===== src/rtl/frame_fill_pkg.sv =====
// frame_fill_pkg: state and pattern-mode types shared by the frame fill engine and its pattern generator
package frame_fill_pkg;
  typedef enum logic [1:0] {IDLE, WRITE, DONE} fill_state_t;
  typedef enum logic [1:0] {SOLID, CHECKER, HGRAD, VGRAD} fill_mode_t;
endpackage


===== src/rtl/frame_fill_pattern.sv =====
// frame_fill_pattern: combinational pixel generator for solid, checker, horizontal and vertical gradient fills
module frame_fill_pattern
  import frame_fill_pkg::*;
#(
  parameter int PIX_W     = 8,
  parameter int CHK_SHIFT = 3,
  parameter int X_W       = 10,
  parameter int Y_W       = 9
) (
  input  logic [X_W-1:0]   x,
  input  logic [Y_W-1:0]   y,
  input  fill_mode_t       mode,
  input  logic [PIX_W-1:0] fill_color,
  output logic [PIX_W-1:0] pixel
);
  logic [X_W-1:0] xs;
  logic [Y_W-1:0] ys;
  always_comb begin
    xs = x >> CHK_SHIFT;
    ys = y >> CHK_SHIFT;
    pixel = mode == SOLID   ? fill_color :
            mode == CHECKER ? ((xs[0] ^ ys[0]) ? ~fill_color : fill_color) :
            mode == HGRAD   ? PIX_W'(x) : PIX_W'(y);
  end
endmodule


===== src/rtl/frame_fill_engine.sv =====
// frame_fill_engine: walks an H_RES x V_RES frame in raster order, writing one pattern pixel per accepted beat.
// Optional abort input enabled by defining FRAME_FILL_ABORT_EN.
module frame_fill_engine
  import frame_fill_pkg::*;
#(
  parameter int H_RES     = 640,
  parameter int V_RES     = 480,
  parameter int PIX_W     = 8,
  parameter int CHK_SHIFT = 3,
  localparam int ADDR_W    = $clog2(H_RES * V_RES),
  localparam int X_W       = $clog2(H_RES),
  localparam int Y_W       = $clog2(V_RES),
  localparam int LAST_ADDR = H_RES * V_RES - 1
) (
  input  logic              Clk,
  input  logic              Reset_n,
`ifdef FRAME_FILL_ABORT_EN
  input  logic              abort,
`endif
  input  logic              start,
  input  logic [1:0]        mode,
  input  logic [PIX_W-1:0]  fill_color,
  output logic              busy,
  output logic              done,
  output logic              wr_en,
  output logic [ADDR_W-1:0] wr_addr,
  output logic [PIX_W-1:0]  wr_data,
  input  logic              wr_ready
);
  fill_state_t      state;
  fill_mode_t       mode_q, mode_sel;
  logic [PIX_W-1:0] color_q, color_sel, pix;
  logic [X_W-1:0]   x, nx;
  logic [Y_W-1:0]   y, ny;
  logic             x_end, last, abort_hit;
`ifdef FRAME_FILL_ABORT_EN
  assign abort_hit = abort;
`else
  assign abort_hit = 1'b0;
`endif
  // In IDLE the pattern sees the live inputs so the first pixel is ready on the start edge
  always_comb begin
    x_end     = x == X_W'(H_RES - 1);
    last      = wr_addr == ADDR_W'(LAST_ADDR);
    nx        = (state == WRITE && !x_end) ? x + 1'b1 : '0;
    ny        = state != WRITE ? '0 : x_end ? y + 1'b1 : y;
    mode_sel  = state == IDLE ? fill_mode_t'(mode) : mode_q;
    color_sel = state == IDLE ? fill_color : color_q;
  end
  frame_fill_pattern #(
    .PIX_W(PIX_W), .CHK_SHIFT(CHK_SHIFT), .X_W(X_W), .Y_W(Y_W)
  ) u_pattern (
    .x(nx), .y(ny), .mode(mode_sel), .fill_color(color_sel), .pixel(pix)
  );
  always_ff @(posedge Clk) begin
    if (!Reset_n) begin
      state   <= IDLE;
      mode_q  <= SOLID;
      color_q <= '0;
      x       <= '0;
      y       <= '0;
      busy    <= 1'b0;
      done    <= 1'b0;
      wr_en   <= 1'b0;
      wr_addr <= '0;
      wr_data <= '0;
    end else begin
      done <= 1'b0;
      case (state)
        IDLE: if (start) begin
          state   <= WRITE;
          mode_q  <= mode_sel;
          color_q <= fill_color;
          x       <= '0;
          y       <= '0;
          busy    <= 1'b1;
          wr_en   <= 1'b1;
          wr_addr <= '0;
          wr_data <= pix;
        end
        WRITE: if (abort_hit || (wr_ready && last)) begin
          state   <= abort_hit ? IDLE : DONE;
          done    <= !abort_hit;
          x       <= '0;
          y       <= '0;
          busy    <= 1'b0;
          wr_en   <= 1'b0;
          wr_addr <= '0;
        end else if (wr_ready) begin
          x       <= nx;
          y       <= ny;
          wr_addr <= wr_addr + 1'b1;
          wr_data <= pix;
        end
        DONE: state <= IDLE;
        default: state <= IDLE;
      endcase
    end
  end
endmodule


===== config.mk =====
export PLATFORM = sky130hd
export DESIGN_NAME = frame_fill_engine
export DESIGN_NICKNAME = d
export VERILOG_FILES = /design/src/rtl/frame_fill_pkg.sv /design/src/rtl/frame_fill_pattern.sv /design/src/rtl/frame_fill_engine.sv
export SDC_FILE = /design/constraint.sdc
export NUM_CORES = 1
export LEC_CHECK = 0
export CAP_MARGIN = 0
export CORE_ASPECT_RATIO = 1.5
export CORE_MARGIN = 2
export CORE_UTILIZATION = 60
export DETAILED_ROUTE_END_ITERATION = 16
export DONT_BUFFER_PORTS = 1
export PLACE_DENSITY = 0.76
export SYNTH_ARGS = -nofsm -noshare
export SYNTH_HDL_FRONTEND = slang
export SYNTH_SLANG_ARGS = --single-unit
export TNS_END_PERCENT = 30

===== constraint.sdc =====
create_clock -name Clk -period 6.1 [get_ports Clk]
set_clock_uncertainty 0.2 [all_clocks]
set_input_delay 0.61 -clock Clk [delete_from_list [all_inputs] [get_ports Clk]]
set_output_delay 0.61 -clock Clk [all_outputs]
set_load 0.02 [all_outputs]

==> results.yml <==
synth:
  yosys_warnings: 0
  yosysSeqAreaShare_pct: 30.5
  netlist_instances: 483
  async_reset_ff_share_pct: 0
  synthesis.area_um2: 3870
  synth-edff-count: 0
  synth_seq_cells: 59
  syn_nets: 500
  synth.largest_area_cell: "dfxtp_1"
  synth.avg_cell_area_um2: 8.01
  synth_top_area_share_pct: 30.5
  synth.area.top_cells: "dfxtp_1 31%, nand2_1 5.4%, nor2_1 5.2%, a21oi_1 4.1%, xor2_1 4.1%"
  synth_cell_types: 76
  ys.flop_type: "dfxtp_1"
setup_path:
  cp_max_fo: 17
  critPathMaxStageDelay_ns: 0.83
  critPathKind: "reg -> reg"
  rrSetupSlack_ns: 2.97
  startpoint_type: "flop"
  reg2regPathDepth: 6
  crit-reg2reg-launch: "state[0]$_SDFFE_PN0P_"
  end_kind: "flop"
  worstPathCellList: "mux2i_1, or2_1, a31oi_1, nor2_1, a2111oi_2, nor3_1"
  slowest_stage: "a31oi_1"
  required_ns: 6.14
  cp_data_arrival_time_ns: 3.17
  worstReg2RegEnd: "wr_data[7]$_SDFFE_PN0P_"
placement:
  io_buffers: 0
  hpwlAfterDp_mm: 7.47
  globalplace.congestion: 0.965
  placed_cells: 527
clock_network:
  clockBufferDepth: 2
  cts-resized-gates: 0
  hold_buffers: 0
  cts_setup_buffers: 0
  clock-sinks: 59
  cts_tree: "yes"
  cts_buffers: 9
  insertion_delay_ns: 0.36
  cts_max_level: 3
  clk_pin_slew_ns: 0.08
  cts_root_buf: "clkbuf_8"
final_layout:
  n_antenna_cell: 0
  fill_cells: 539
  nets: 481
  instances_no_fill: 543
  layout-drive-gt1-share_pct: 10.7
  syn_to_final_growth_pct: 3.82
power_and_ir_drop:
  leakagePower_uw: 0.00132
  peakVddDrop_mv: 0.182
  pwr_density_cell_nw_per_um2: 237
min_path:
  hp-start: "fill_color[5]"
  hold_end: "color_q[5]$_SDFFE_PN0P_"
  hp-class: "in -> reg"
  hold_depth: 2
routing:
  wl_met2_mm: 5.10
  first_pass_iters: 5
  met1_length_mm: 3.99
  wire_per_inst_um: 19.2
  wirelength_mm: 10.4
  dr_wl_met3_um: 707
  highest_layer: "met4"
  drc: 0
  ant_nets: 0
  vias: 3700
  post_drt_via_cell_ratio: 6.81
  drt_iter0_drc: 435
floorplanning:
  row_count: 35
  die_width_um: 69.6
  dieArea_um2: 7120
  core_um2: 6170
  start_util_pct: 62.7
  die_y_um: 102
  ios: 44
timing:
  maxSlewViolCount: 0
  fmax_ghz: 0.319
  rsz0062_at_grt: "false"
  final-setup-viol-count: 0
  fin_tns_setup_ns: 0
  tightest_slew_ns: 0.977
  period_needed_ns: 3.13
  hold_violations: 0
  finalCritPeriodShare_pct: 51.3
  slew_headroom_pct: 34.5
global_route:
  gr-total-overflow: 0
  antenna_found_initial: 0
  grt_pass1_wl_mm: 17.6
  grt_usage_pct: 31.0
  grt_pass1_vias: 3675
  grt_max_degree: 37
flow_run:
  cap_violations: 0
status:
  outcome: "finished clean"
state kept, by name (all words and copies together), names as in the netlist:
signal and count:
wr_data 8, x 10, mode_q 2, wr_en 1, done 1, state 2
y 8, wr_addr 19, color_q 8
power by group:
part	switching, uW	leakage, uW	internal, uW	total [uW]
registers	21.0	0.000479	397	418
clock network	182	0.000106	232	414
logic	79.8	0.000732	39.7	119
total	283	0.00132	669	952
metal layers:
metal,vias to the layer above,global-route usage (%)
met3,61,7.10
li1,1747,-
met2,182,53.3
met1,1710,33.5
met5,-,0
met4,0,22.9
critical path: cells and delay by family, from the launching register on:
family	cells	cell delay [ns]
simple gates	3	0.79
compound gates	2	1.20
flops	1	0.64
mux	1	0.18
final cells by class:
cell class              instances  area [um^2]  share of cell area, %
clock inverters                 7          101                   2.52
multi-input cells             383         2470                   61.5
well taps                      74         92.6                   2.31
repair buffers                  2         15.0                  0.374
inverters                       9         33.8                  0.841
flip-flops and latches         59         1180                   29.4
clock buffers                   9          124                   3.08
cell families after synthesis:
logic type / synth area share [%]
adders and majority gates: 0.970
and+or+nand+nor: 31.9
buffers and inverters: 5.66
AOI/OAI and AO/OA: 21.3
DFF: 30.5
muxes: 3.49
xor gates and xnor gates: 6.11
synthesized netlist by cell type, drive strengths merged (2+ instances only):
| cell type | n |
|---|---|
| clkbuf | 11 |
| inv | 9 |
| and3 | 4 |
| nand4 | 16 |
| a21o | 2 |
| nand2b | 4 |
| o221ai | 3 |
| o21ai | 25 |
| and2 | 3 |
| a2111oi | 6 |
| ha | 3 |
| a31o | 2 |
| dfxtp | 59 |
| xnor2 | 9 |
| a21boi | 3 |
| and4 | 4 |
| mux2i | 9 |
| o31ai | 2 |
| buf | 21 |
| or4 | 3 |
| mux2 | 4 |
| o211ai | 5 |
| or3 | 3 |
| a41oi | 2 |
| o2111a | 2 |
| a21oi | 34 |
| nand3 | 28 |
| nor3 | 20 |
| nor2 | 55 |
| nor4 | 13 |
| a211oi | 6 |
| nand3b | 5 |
| o311a | 2 |
| nand4b | 2 |
| xor2 | 18 |
| a31oi | 8 |
| a311oi | 2 |
| a2bb2oi | 4 |
| nor4b | 2 |
| or2 | 2 |
| nand2 | 56 |
how the worst max path moves through the flow:
stage,endpoint,start,slack [ns]
after floorplan,wr_data[2]$_SDFFE_PN0P_,x[0]$_SDFFE_PN0P_,3.85
after global placement,wr_data[7]$_SDFFE_PN0P_,state[0]$_SDFFE_PN0P_,3.11
after detailed placement,wr_data[7]$_SDFFE_PN0P_,state[0]$_SDFFE_PN0P_,3.04
after CTS,wr_data[7]$_SDFFE_PN0P_,state[0]$_SDFFE_PN0P_,2.98
after global routing,wr_data[7]$_SDFFE_PN0P_,state[0]$_SDFFE_PN0P_,2.74
final,wr_data[7]$_SDFFE_PN0P_,state[0]$_SDFFE_PN0P_,2.97
cells in the final DEF (no fill, tap or decap), drive strengths merged, types with 8 or more instances in the layout:
master  netlist  routed
a21oi        34      34
xor2         18      18
nor3         20      20
clkbuf       11       9
o21ai        25      25
nand4        16      16
nand2        56      56
xnor2         9       9
inv           9      10
nand3        28      28
a31oi         8       8
dfxtp        59      59
nor2         55      55
mux2i         9       9
nor4         13      13
stage by stage:
stage / utilization [%] / worst slack [ns] / cell area, um^2 / hold WS (ns) / power (uW)
6_report: 65.0 / 2.97 / 4020 / 0.176 / 952
5_1_grt: 65.0 / 2.74 / 4020 / 0.182 / 982
4_1_cts: 65.0 / 2.98 / 4020 / 0.163 / 955
3_5_place_dp: 61.4 / 3.04 / 3790 / 0.249 / 542
3_3_place_gp: 61.4 / 3.11 / 3790 / 0.240 / 541
2_1_floorplan: - / 3.85 / 3870 / 0.234 / 520
No activity file was read; power rests on OpenSTA's default activity.
